$ cat src/rtl/ibis_wfifo.sv
// ibis_wfifo: write-data buffer between the AXI4 slave and the Ibis core.
// Register-array FIFO with level count, almost-full flag and sticky overrun.
module ibis_wfifo #(
  parameter int DATA_WIDTH  = 32,
  parameter int DEPTH_LOG2  = 4,
  parameter int AFULL_LEVEL = 12
) (
  input  logic                  aclk,
  input  logic                  areset,
  input  logic                  enable,
  input  logic                  flush,
  input  logic [DATA_WIDTH-1:0] s_data,
  input  logic                  s_valid,
  output logic                  s_ready,
  output logic [DATA_WIDTH-1:0] m_data,
  output logic                  m_valid,
  input  logic                  m_ready,
  output logic [DEPTH_LOG2:0]   level,
  output logic                  almost_full,
  output logic                  overrun
);

  localparam int DEPTH = 2 ** DEPTH_LOG2;
  localparam int LW    = DEPTH_LOG2 + 1;
  localparam int PW    = DEPTH_LOG2;

  localparam logic [LW-1:0] LVL_FULL  = LW'(DEPTH);
  localparam logic [LW-1:0] LVL_AFULL = LW'(AFULL_LEVEL);
  localparam logic [LW-1:0] LVL_ONE   = LW'(1);
  localparam logic [PW-1:0] PTR_ONE   = PW'(1);

  logic [DATA_WIDTH-1:0] mem_q [DEPTH];

  logic [PW-1:0] wptr_q, wptr_d;
  logic [PW-1:0] rptr_q, rptr_d;
  logic [LW-1:0] level_q, level_d;
  logic          afull_q, afull_d;
  logic          ovr_q, ovr_d;

  logic full;
  logic empty;
  logic push;
  logic pop;
  logic wr_en;

  // Handshakes depend only on registered state, never on m_ready.
  always_comb begin
    full    = (level_q == LVL_FULL);
    empty   = (level_q == '0);
    s_ready = enable & ~areset & ~full;
    m_valid = enable & ~areset & ~empty;
    push    = s_valid & s_ready;
    pop     = m_valid & m_ready;
    wr_en   = push & ~flush;
  end

  always_comb begin
    wptr_d  = wptr_q;
    rptr_d  = rptr_q;
    level_d = level_q;
    ovr_d   = ovr_q;
    if (flush) begin
      wptr_d  = '0;
      rptr_d  = '0;
      level_d = '0;
      ovr_d   = 1'b0;
    end else begin
      if (push) begin
        wptr_d = wptr_q + PTR_ONE;
      end
      if (pop) begin
        rptr_d = rptr_q + PTR_ONE;
      end
      case ({push, pop})
        2'b10:   level_d = level_q + LVL_ONE;
        2'b01:   level_d = level_q - LVL_ONE;
        default: level_d = level_q;
      endcase
      if (s_valid && !s_ready && enable) begin
        ovr_d = 1'b1;
      end
    end
    afull_d = (level_d >= LVL_AFULL);
  end

  always_ff @(posedge aclk) begin
    if (areset) begin
      wptr_q  <= '0;
      rptr_q  <= '0;
      level_q <= '0;
      afull_q <= 1'b0;
      ovr_q   <= 1'b0;
    end else begin
      wptr_q  <= wptr_d;
      rptr_q  <= rptr_d;
      level_q <= level_d;
      afull_q <= afull_d;
      ovr_q   <= ovr_d;
    end
  end

  // Storage is never cleared; push is already blocked during reset.
  always_ff @(posedge aclk) begin
    if (wr_en) begin
      mem_q[wptr_q] <= s_data;
    end
  end

  assign m_data      = mem_q[rptr_q];
  assign level       = level_q;
  assign almost_full = afull_q;
  assign overrun     = ovr_q;

endmodule

$ cat config.mk
export PLATFORM = sky130hd
export DESIGN_NAME = ibis_wfifo
export DESIGN_NICKNAME = d
export VERILOG_FILES = /design/src/rtl/ibis_wfifo.sv
export SDC_FILE = /design/constraint.sdc
export NUM_CORES = 1
export LEC_CHECK = 0
export CAP_MARGIN = 20
export CORE_MARGIN = 3
export CORE_UTILIZATION = 55
export DETAILED_ROUTE_END_ITERATION = 8
export PLACE_DENSITY = 0.72
export RECOVER_POWER = 25
export SETUP_SLACK_MARGIN = 0.1
export SLEW_MARGIN = 10
export SYNTH_ARGS = -nofsm -noshare
export SYNTH_HDL_FRONTEND = slang
export SYNTH_SLANG_ARGS = --single-unit
$ cat constraint.sdc
create_clock -name aclk -period 9.5 [get_ports aclk]
set_input_delay 1.9 -clock aclk [delete_from_list [all_inputs] [get_ports aclk]]
set_output_delay 1.9 -clock aclk [all_outputs]
set_load 0.01 [all_outputs]
==> key figures, run 1 <==
Worst setup path
  • CP Capture Point: m_data[31]
  • Req. time, crit path: 7.60 ns
  • Buf/Inv on CP: 2
  • CP Data Arrival Time: 4.13 ns
  • Worst Path Max Fanout: 54
  • CP Depth: 4
  • Worst r2r dst: almost_full
  • Kind of cell adding the most delay to the critical path: buffers and inverters
  • CP Cell Sequence: buf_4, mux4_1, mux4_2, clkdlybuf4s50_1
  • Worst R2R Start: level[2]
  • Type of the worst setup path: reg -> out
  • FF-to-FF path depth: 11
  • CP Launch Type: flip-flop
  • Worst path max stage delay: 0.88 ns
  • Critical path's slowest cell: buf_4
  • Crit. End Element: primary output
  • Reg-to-reg slack, setup: 6.28 ns

STA
  • Setup TNS: 0 ns
  • Final WS setup: 3.47 ns
  • Final setup vio count: 0
  • Slew headroom: 0.300
  • Unrepaired setup endpoints after global routing: no
  • Worst-Margin Slew: 1.05 ns
  • Fmax: 166 MHz
  • Tcrit/Tclk final: 0.635
  • Hold Vio Cnt, Final: 0
  • Min cycle time layout: 6.03 ns
  • Final Skew: 0.0189 ns
  • Slew Limit Fails: 0

Logic synthesis
  • Mapped Cells: 831
  • Seq cells post-synth: 531
  • Post-Syn Nets: 877
  • EDFF count, synth: 512
  • Asr flop ratio synth: 0
  • Main synth FF type: edfxtp_1
  • Yosys cell types: 35
  • Register area share after synthesis: 0.773
  • Synth warn: 0
  • Syn Std Cell Area: 20,400 um^2
  • Post-synthesis average cell area: 24.5 um^2

CTS
  • Clk sinks: 531
  • Post-CTS Resized: 0
  • Max H-tree Level: 2
  • CTS Root Cell: clkbuf_16
  • Hold Buf Count CTS: 0
  • CTS tree: built
  • Inserted Clock Buffers: 52
  • # Post-CTS Setup Buffers: 0
  • Clock-pin slew on the worst setup and hold paths: 0.06 ns
  • Max clock buf depth: 3
  • Later-pin clock latency in the skew report: 0.59 ns

Placed design
  • GP Congestion: 0.698
  • DP Worst Slack: 4.01 ns
  • Detailed Place HPWL: 19,100 um
  • Placed insts: 1,351
  • Port-buffer cells: 78

Layout
  • Most frequent cells in the layout: 512 x edfxtp_1, 127 x mux4_2, 56 x clkdlybuf4s50_1
  • Core occupancy in the finished layout: 0.651
  • Nets: 990
  • Area occupied by multi-input gates: 4450 um^2
  • Antenna cells: 0
  • Commonest non-fill, non-tap cell in the layout: edfxtp_1
  • Layout Cells excl Fill: 1,448
  • FF+latch area: 15,800 um^2
  • Share of cells above drive strength 1: 0.248
  • Layout filler cell count: 2,315
  • Syn-to-layout area delta: 14.9%

Global routing
  • GRT Overall Usage: 0.215
  • Largest net degree at the start of global routing: 72
  • Overflow left after global routing: 0
  • Vias in the first global route: 9,412
  • Antenna violations before repair: 4
  • First-pass GRT wire length: 61,200 um

Floorplan
  • Core ar.: 36,000 um^2
  • Ports: 79
  • Die Ht: 198 um
  • Initial Util: 0.566
  • Die X-Extent: 198 um
  • Placement row count: 69
  • Die area: 39,400 um^2

Routing
  • Vias/cell: 6.23
  • Pre-Repair DR Iteration Count: 5
  • Vias: 9,028
  • DRT antenna net count: 0
  • WL/cell: 27.8 um
  • 1st-iter DRT viols: 907
  • Total Wirelength: 40,300 um
  • Post-route DRC violation count: 0

Job
  • Max Cap Viol: 0

Outcome
  • Outcome: finished clean

Power and ir drop
  • Leak: 7.12 nW
  • VDD IR max: 0.000159 V
  • Power Dens Cells: 197 nW/um^2

Hold path
  • Hold crit path type: reg -> reg
## layout make-up
class                           count  area share
Clock buffer                       62      0.0581
Clock inverter                     35      0.0128
Sequential cell                   531       0.673
Timing Repair Buffer               99      0.0401
Multi-Input combinational cell    252       0.190
Inverter                            8     0.00128
Tap cell                          461      0.0246
## report_power, final
part           internal, mW  leakage, nW  switching, mW
Clock                  1.13        0.805          0.847
Sequential             2.57         4.76        0.00133
Combinational        0.0247         1.56         0.0415
Total                  3.72         7.12          0.890
## logic make-up after synthesis
logic type / Yosys count / share of synthesized area
adder cells (fa/ha/maj): 8 / 0.00491
multiplexers: 163 / 0.184
AND/OR/NAND/NOR: 54 / 0.0129
AO/OA/AOI/OAI: 15 / 0.00510
buffers and inverters: 48 / 0.0145
XOR/XNOR: 12 / 0.00516
flip-flops: 531 / 0.773
## how the worst min path moves through the flow
| stage | start | endpoint | cells after the start |
|---|---|---|---|
| floorplan | rptr_q[3] | flip-flop | 2 |
| global placement | overrun | overrun | 2 |
| detailed placement | overrun | overrun | 2 |
| CTS | overrun | overrun | 2 |
| global route | overrun | overrun | 2 |
| finish | overrun | overrun | 2 |
## state kept, by name, summed over array words and instances (netlist names), named ones only
signal / count
mem_q: 512
level: 5
rptr_q: 4
almost_full: 1
overrun: 1
wptr_q: 4
## synthesized netlist by cell type, types with 2 or more instances
master    instances  area [um^2]
nand2b_1          6         37.5
ha_1              8          100
buf_2             4         20.0
o31ai_1           2         15.0
buf_6            13          146
edfxtp_1        512        15400
xnor2_1           4         35.0
nand2_1           2         7.51
a21oi_1           7         35.0
clkbuf_1         15         56.3
nand3b_1          2         15.0
mux4_1           33          867
mux4_2          127         2860
nor2_1           35          131
inv_1             7         26.3
buf_1             6         22.5
nand4_1           2         12.5
mux2i_1           3         30.0
a211oi_2          2         25.0
dfxtp_1          19          380
xor2_1            8         70.1
## per-stage QoR
stage | total power, mW | area (um^2) | hold WS [ns]
2_1_floorplan | 2.63 | 20400 | 0.485
6_report | 4.61 | 23400 | 0.480
3_5_place_dp | 2.69 | 21800 | 0.474
3_3_place_gp | 2.68 | 21800 | 0.473
4_1_cts | 4.66 | 23400 | 0.490
5_1_grt | 4.75 | 23400 | 0.541
## worst min-delay path, cell delays in order (launching register included)
cell and delay, ns:
dfxtp_1 0.33, a31oi_1 0.04, nor2_1 0.07
## metal layers
| layer | up-vias | track usage | routed length [um] |
|---|---|---|---|
| li1 | 3824 | - | - |
| met1 | 4812 | 0.316 | 16600 |
| met2 | 320 | 0.339 | 19800 |
| met3 | 66 | 0.0440 | 3010 |
| met4 | 6 | 0.0578 | 843 |
| met5 | - | 0 | 30 |
Note: power is estimated with default switching activity, not from simulation.
==> inputs of run 2 (changes only) <==
==> constraint.sdc (replaced) <==
create_clock -name aclk -period 6 [get_ports aclk]
set_input_delay 1.2 -clock aclk [delete_from_list [all_inputs] [get_ports aclk]]
set_output_delay 1.2 -clock aclk [all_outputs]
set_load 0.01 [all_outputs]
==> key figures, run 2 (synthesized netlist as in run 1, its figures left out) <==
STA
  • Final setup vio count: 0
  • Fmax: 213 MHz
  • Tcrit/Tclk final: 0.782
  • Slew headroom: 0.240
  • Min cycle time layout: 4.69 ns
  • Unrepaired setup endpoints after global routing: no
  • Worst-Margin Slew: 1.14 ns
  • Hold Vio Cnt, Final: 0
  • Setup TNS: 0 ns
  • Slew Limit Fails: 0
  • Final Skew: 0.0118 ns

Worst setup path
  • Type of the worst setup path: reg -> out
  • CP Data Arrival Time: 3.49 ns
  • Crit. End Element: primary output
  • CP Launch Type: flip-flop
  • Req. time, crit path: 4.80 ns
  • Worst Path Max Fanout: 64

Layout
  • Commonest non-fill, non-tap cell in the layout: edfxtp_1
  • Antenna cells: 0
  • FF+latch area: 15,800 um^2
  • Syn-to-layout area delta: 15.5%
  • Layout Cells excl Fill: 1,440
  • Nets: 986
  • Layout filler cell count: 2,216
  • Most flops, register: mem_q
  • Max reg flops: 512
  • Share of cells above drive strength 1: 0.247
  • Most frequent cells in the layout: 512 x edfxtp_1, 127 x mux4_2, 59 x clkdlybuf4s50_1
  • Area occupied by multi-input gates: 4450 um^2

Job
  • Max Cap Viol: 0

Routing
  • Vias: 9,108
  • DRT antenna net count: 0
  • WL/cell: 30.3 um
  • Vias/cell: 6.33
  • Pre-Repair DR Iteration Count: 5
  • Post-route DRC violation count: 0
  • 1st-iter DRT viols: 844
  • Total Wirelength: 43,600 um

CTS
  • # Post-CTS Setup Buffers: 0
  • Clock-pin slew on the worst setup and hold paths: 0.06 ns
  • Clk sinks: 531
  • Max H-tree Level: 2
  • Inserted Clock Buffers: 51
  • CTS tree: built
  • Later-pin clock latency in the skew report: 0.58 ns
  • Max clock buf depth: 3
  • Hold Buf Count CTS: 0
  • CTS Root Cell: clkbuf_16
  • Post-CTS Resized: 0

Floorplan
  • Die Ht: 198 um
  • Ports: 79
  • Initial Util: 0.566
  • Die area: 39,400 um^2
  • Die X-Extent: 198 um
  • Core ar.: 36,000 um^2
  • Placement row count: 69

Placed design
  • Port-buffer cells: 78
  • GP Congestion: 0.765
  • Detailed Place HPWL: 25,900 um
  • Placed insts: 1,343

Global routing
  • Vias in the first global route: 9,307
  • GRT Overall Usage: 0.229
  • Overflow left after global routing: 0
  • Antenna violations before repair: 5
  • Largest net degree at the start of global routing: 67
  • First-pass GRT wire length: 64,200 um

Power and ir drop
  • Logic pwr share: 0.017
  • Clock share of power: 0.426
  • Switching part of the total: 0.192
  • Psw: 1.40 mW
  • Power Dens Cells: 310 nW/um^2
  • VDD IR max: 0.000347 V
  • P_int: 5.91 mW
  • Flop pwr share: 0.557
  • Leak: 7.13 nW

Outcome
  • Outcome: finished clean

Hold path
  • Hold crit path type: reg -> reg
==> run 2: changes by cell type in the layout (fill, tap and decap cells not counted), sizes merged <==
cell           before  now
buf                21   18
clkbuf             62   64
clkdlybuf4s50      56   59
clkinv             29   21
clkinvlp            2    3
dlygate4sd3        22   19
==> run 2: layout make-up <==
cell class / instances / share of cell area
Multi-Input combinational cell: 252 / 0.189
Inverter: 8 / 0.00128
Clock inverter: 28 / 0.00989
Clock buffer: 64 / 0.0590
Sequential cell: 531 / 0.670
Tap cell: 461 / 0.0245
Timing Repair Buffer: 96 / 0.0464
==> run 2: final timing paths <==
kind                            startpoint            to  slack (ns)  depth (start not counted)
worst max-delay path             flip-flop     m_data[2]        1.31                          4
worst min-delay path               overrun       overrun        0.49                          2
worst max register to register    level[2]  mem_q[15][0]        2.79                          5
worst min register to register     overrun       overrun        0.49                          2
==> run 2: power groups by stage <==
stage	Combinational, mW	Sequential [mW]	Clock (mW)
after global routing	0.133	4.07	3.31
after detailed placement	0.126	4.15	0
final	0.124	4.07	3.11
after floorplan	0.0247	4.15	0
after CTS	0.126	4.07	3.16
after global placement	0.121	4.15	0
==> run 2: critical path, cell delays in order, from the launching register on <==
cell	delay (ns)
dfxtp_4	0.97
buf_4	0.39
mux4_1	0.46
mux4_2	0.52
clkdlybuf4s50_1	0.50
==> run 2: through the flow <==
step	area (um^2)	setup slack, ns	utilization	hold slack (ns)	total power, mW
finish	23500	1.31	0.654	0.486	7.31
global route	23500	1.15	0.654	0.527	7.51
CTS	23400	1.22	0.650	0.493	7.36
detailed placement	21800	1.58	0.605	0.480	4.27
global placement	21700	1.56	0.603	0.472	4.27
floorplan	20400	1.91	-	0.485	4.17
==> run 2: layer usage <==
| layer | wire [um] | track usage | share of wire |
|---|---|---|---|
| met4 | 860 | 0.0578 | 0.020 |
| met2 | 20400 | 0.344 | 0.47 |
| met1 | 18000 | 0.347 | 0.41 |
| met5 | 27 | 0 | 0.00062 |
| met3 | 4330 | 0.0586 | 0.099 |
==> inputs of run 3 (changes only) <==
--- a/config.mk
+++ b/config.mk
@@ -7,9 +7,9 @@
 export LEC_CHECK = 0
 export CAP_MARGIN = 20
 export CORE_MARGIN = 3
-export CORE_UTILIZATION = 55
+export CORE_UTILIZATION = 54
 export DETAILED_ROUTE_END_ITERATION = 8
-export PLACE_DENSITY = 0.72
+export PLACE_DENSITY = 0.74
 export RECOVER_POWER = 25
 export SETUP_SLACK_MARGIN = 0.1
 export SLEW_MARGIN = 10
==> constraint.sdc (replaced) <==
create_clock -name aclk -period 4 [get_ports aclk]
set_input_delay 0.8 -clock aclk [delete_from_list [all_inputs] [get_ports aclk]]
set_output_delay 0.8 -clock aclk [all_outputs]
set_load 0.01 [all_outputs]
==> key figures, run 3 (synthesized netlist as in run 1, its figures left out) <==
Outcome
  • Outcome: finished clean

Layout
  • Design Area, Final: 23,900 um^2
  • Commonest non-fill, non-tap cell in the layout: edfxtp_1
  • Layout Cells excl Fill: 1,505
  • Max reg flops: 512
  • FF+latch area: 15,800 um^2
  • Area occupied by multi-input gates: 4450 um^2
  • Core occupancy in the finished layout: 0.648
  • Nets: 1,004
  • Layout filler cell count: 2,377
  • Most frequent cells in the layout: 512 x edfxtp_1, 127 x mux4_2, 58 x clkdlybuf4s50_1
  • Share of cells above drive strength 1: 0.266
  • Antenna cells: 0
  • Syn-to-layout area delta: 17.2%
  • Most flops, register: mem_q

STA
  • Final setup vio count: 0
  • Hold Vio Cnt, Final: 0
  • Min cycle time layout: 3.82 ns
  • Slew Limit Fails: 0
  • Slew headroom: 0.603
  • Unrepaired setup endpoints after global routing: yes
  • Setup TNS: 0 ns
  • Fmax: 262 MHz
  • Worst-Margin Slew: 0.595 ns
  • Hold slack final: 0.479 ns
  • Final Skew: 0.0221 ns
  • Tcrit/Tclk final: 0.954
  • Final WS setup: 0.184 ns

Placed design
  • DP Worst Slack: 0.409 ns
  • Detailed Place HPWL: 21,500 um
  • Port-buffer cells: 78
  • Post-DP Area: 22,100 um^2
  • Placed insts: 1,408
  • GP Congestion: 0.719

CTS
  • CTS tree: built
  • Inserted Clock Buffers: 52
  • CTS Root Cell: clkbuf_16
  • Later-pin clock latency in the skew report: 0.59 ns
  • Clock-pin slew on the worst setup and hold paths: 0.06 ns
  • Hold Buf Count CTS: 0
  • # Post-CTS Setup Buffers: 0
  • Max H-tree Level: 2
  • Max clock buf depth: 3
  • Post-CTS Resized: 0
  • Clk sinks: 531

Routing
  • Vias: 9,115
  • DRT antenna net count: 0
  • Pre-Repair DR Iteration Count: 5
  • Post-route DRC violation count: 0
  • Vias/cell: 6.06
  • 1st-iter DRT viols: 928
  • WL/cell: 27.2 um
  • Total Wirelength: 40,900 um

Worst setup path
  • Critical path's slowest cell: mux4_1
  • Kind of cell adding the most delay to the critical path: multiplexers
  • CP Launch Type: flip-flop
  • CP Cell Sequence: buf_16, mux4_1, mux4_2, clkdlybuf4s50_1
  • Req. time, crit path: 3.20 ns
  • Worst Path Max Fanout: 42
  • Type of the worst setup path: reg -> out
  • Crit. End Element: primary output
  • Worst path max stage delay: 0.60 ns
  • CP Data Arrival Time: 3.02 ns
  • Buf/Inv on CP: 2

Floorplan
  • Die X-Extent: 200 um
  • Core ar.: 36,900 um^2
  • Initial Util: 0.553
  • Placement row count: 70
  • Die Ht: 200 um
  • Ports: 79
  • Die area: 40,100 um^2

Global routing
  • GRT Overall Usage: 0.209
  • Antenna violations before repair: 3
  • Vias in the first global route: 9,585
  • First-pass GRT wire length: 62,200 um
  • Overflow left after global routing: 0
  • Largest net degree at the start of global routing: 53

Job
  • Max Cap Viol: 0

Power and ir drop
  • VDD IR max: 0.000349 V
  • Design Power: 11.2 mW
  • Leak: 7.31 nW
  • Power Dens Cells: 471 nW/um^2

Hold path
  • Hold crit path type: reg -> reg
run 3: changes by cell type in the layout (fill, tap and decap cells not counted), sizes merged:
cell / previous run / this run
clkinvlp: 3 / 1
clkinv: 21 / 24
clkdlybuf4s50: 59 / 58
bufinv: 4 / 8
dlygate4sd3: 19 / 20
clkbuf: 64 / 62
buf: 18 / 35
inv: 8 / 10
run 3: area by class of cell:
class                           count  share of cell area
Inverter                            8             0.00126
Sequential cell                   531               0.660
Tap cell                          504              0.0264
Timing Repair Buffer              113              0.0524
Clock inverter                     35              0.0160
Clock buffer                       62              0.0578
Multi-Input combinational cell    252               0.186
run 3: final timing paths:
path              startpoint           to  slack [ns]  cells after the start
setup / recovery   flip-flop   m_data[10]        0.18                      4
hold / removal       overrun      overrun        0.48                      2
setup reg to reg    level[3]  almost_full        1.00                     11
hold reg to reg      overrun      overrun        0.48                      2
run 3: power breakdown:
| group | switching (mW) | total (mW) | leakage, nW | internal [mW] |
|---|---|---|---|---|
| clock | 2.00 | 4.98 | 0.868 | 2.98 |
| combinational | 0.100 | 0.161 | 1.68 | 0.0606 |
| sequential | 0.00286 | 6.10 | 4.76 | 6.10 |
| total | 2.11 | 11.2 | 7.31 | 9.14 |
run 3: per-layer routing:
layer / wire length, um / track usage / vias to the layer above
met5: 34 / 0 / -
met1: 16700 / 0.297 / 4849
met4: 848 / 0.0560 / 6
met2: 20600 / 0.341 / 341
li1: - / - / 3844
met3: 2700 / 0.0403 / 75
run 3: worst register-to-register path, cell delays in order (launching register included):
cell,delay [ns]
dfxtp_1,0.38
nor4_2,0.52
a211oi_2,0.17
inv_2,0.10
ha_1,0.34
xor2_1,0.19
ha_1,0.21
a21oi_1,0.08
a2bb2oi_1,0.15
a311oi_1,0.33
mux2i_1,0.31
o31ai_1,0.10
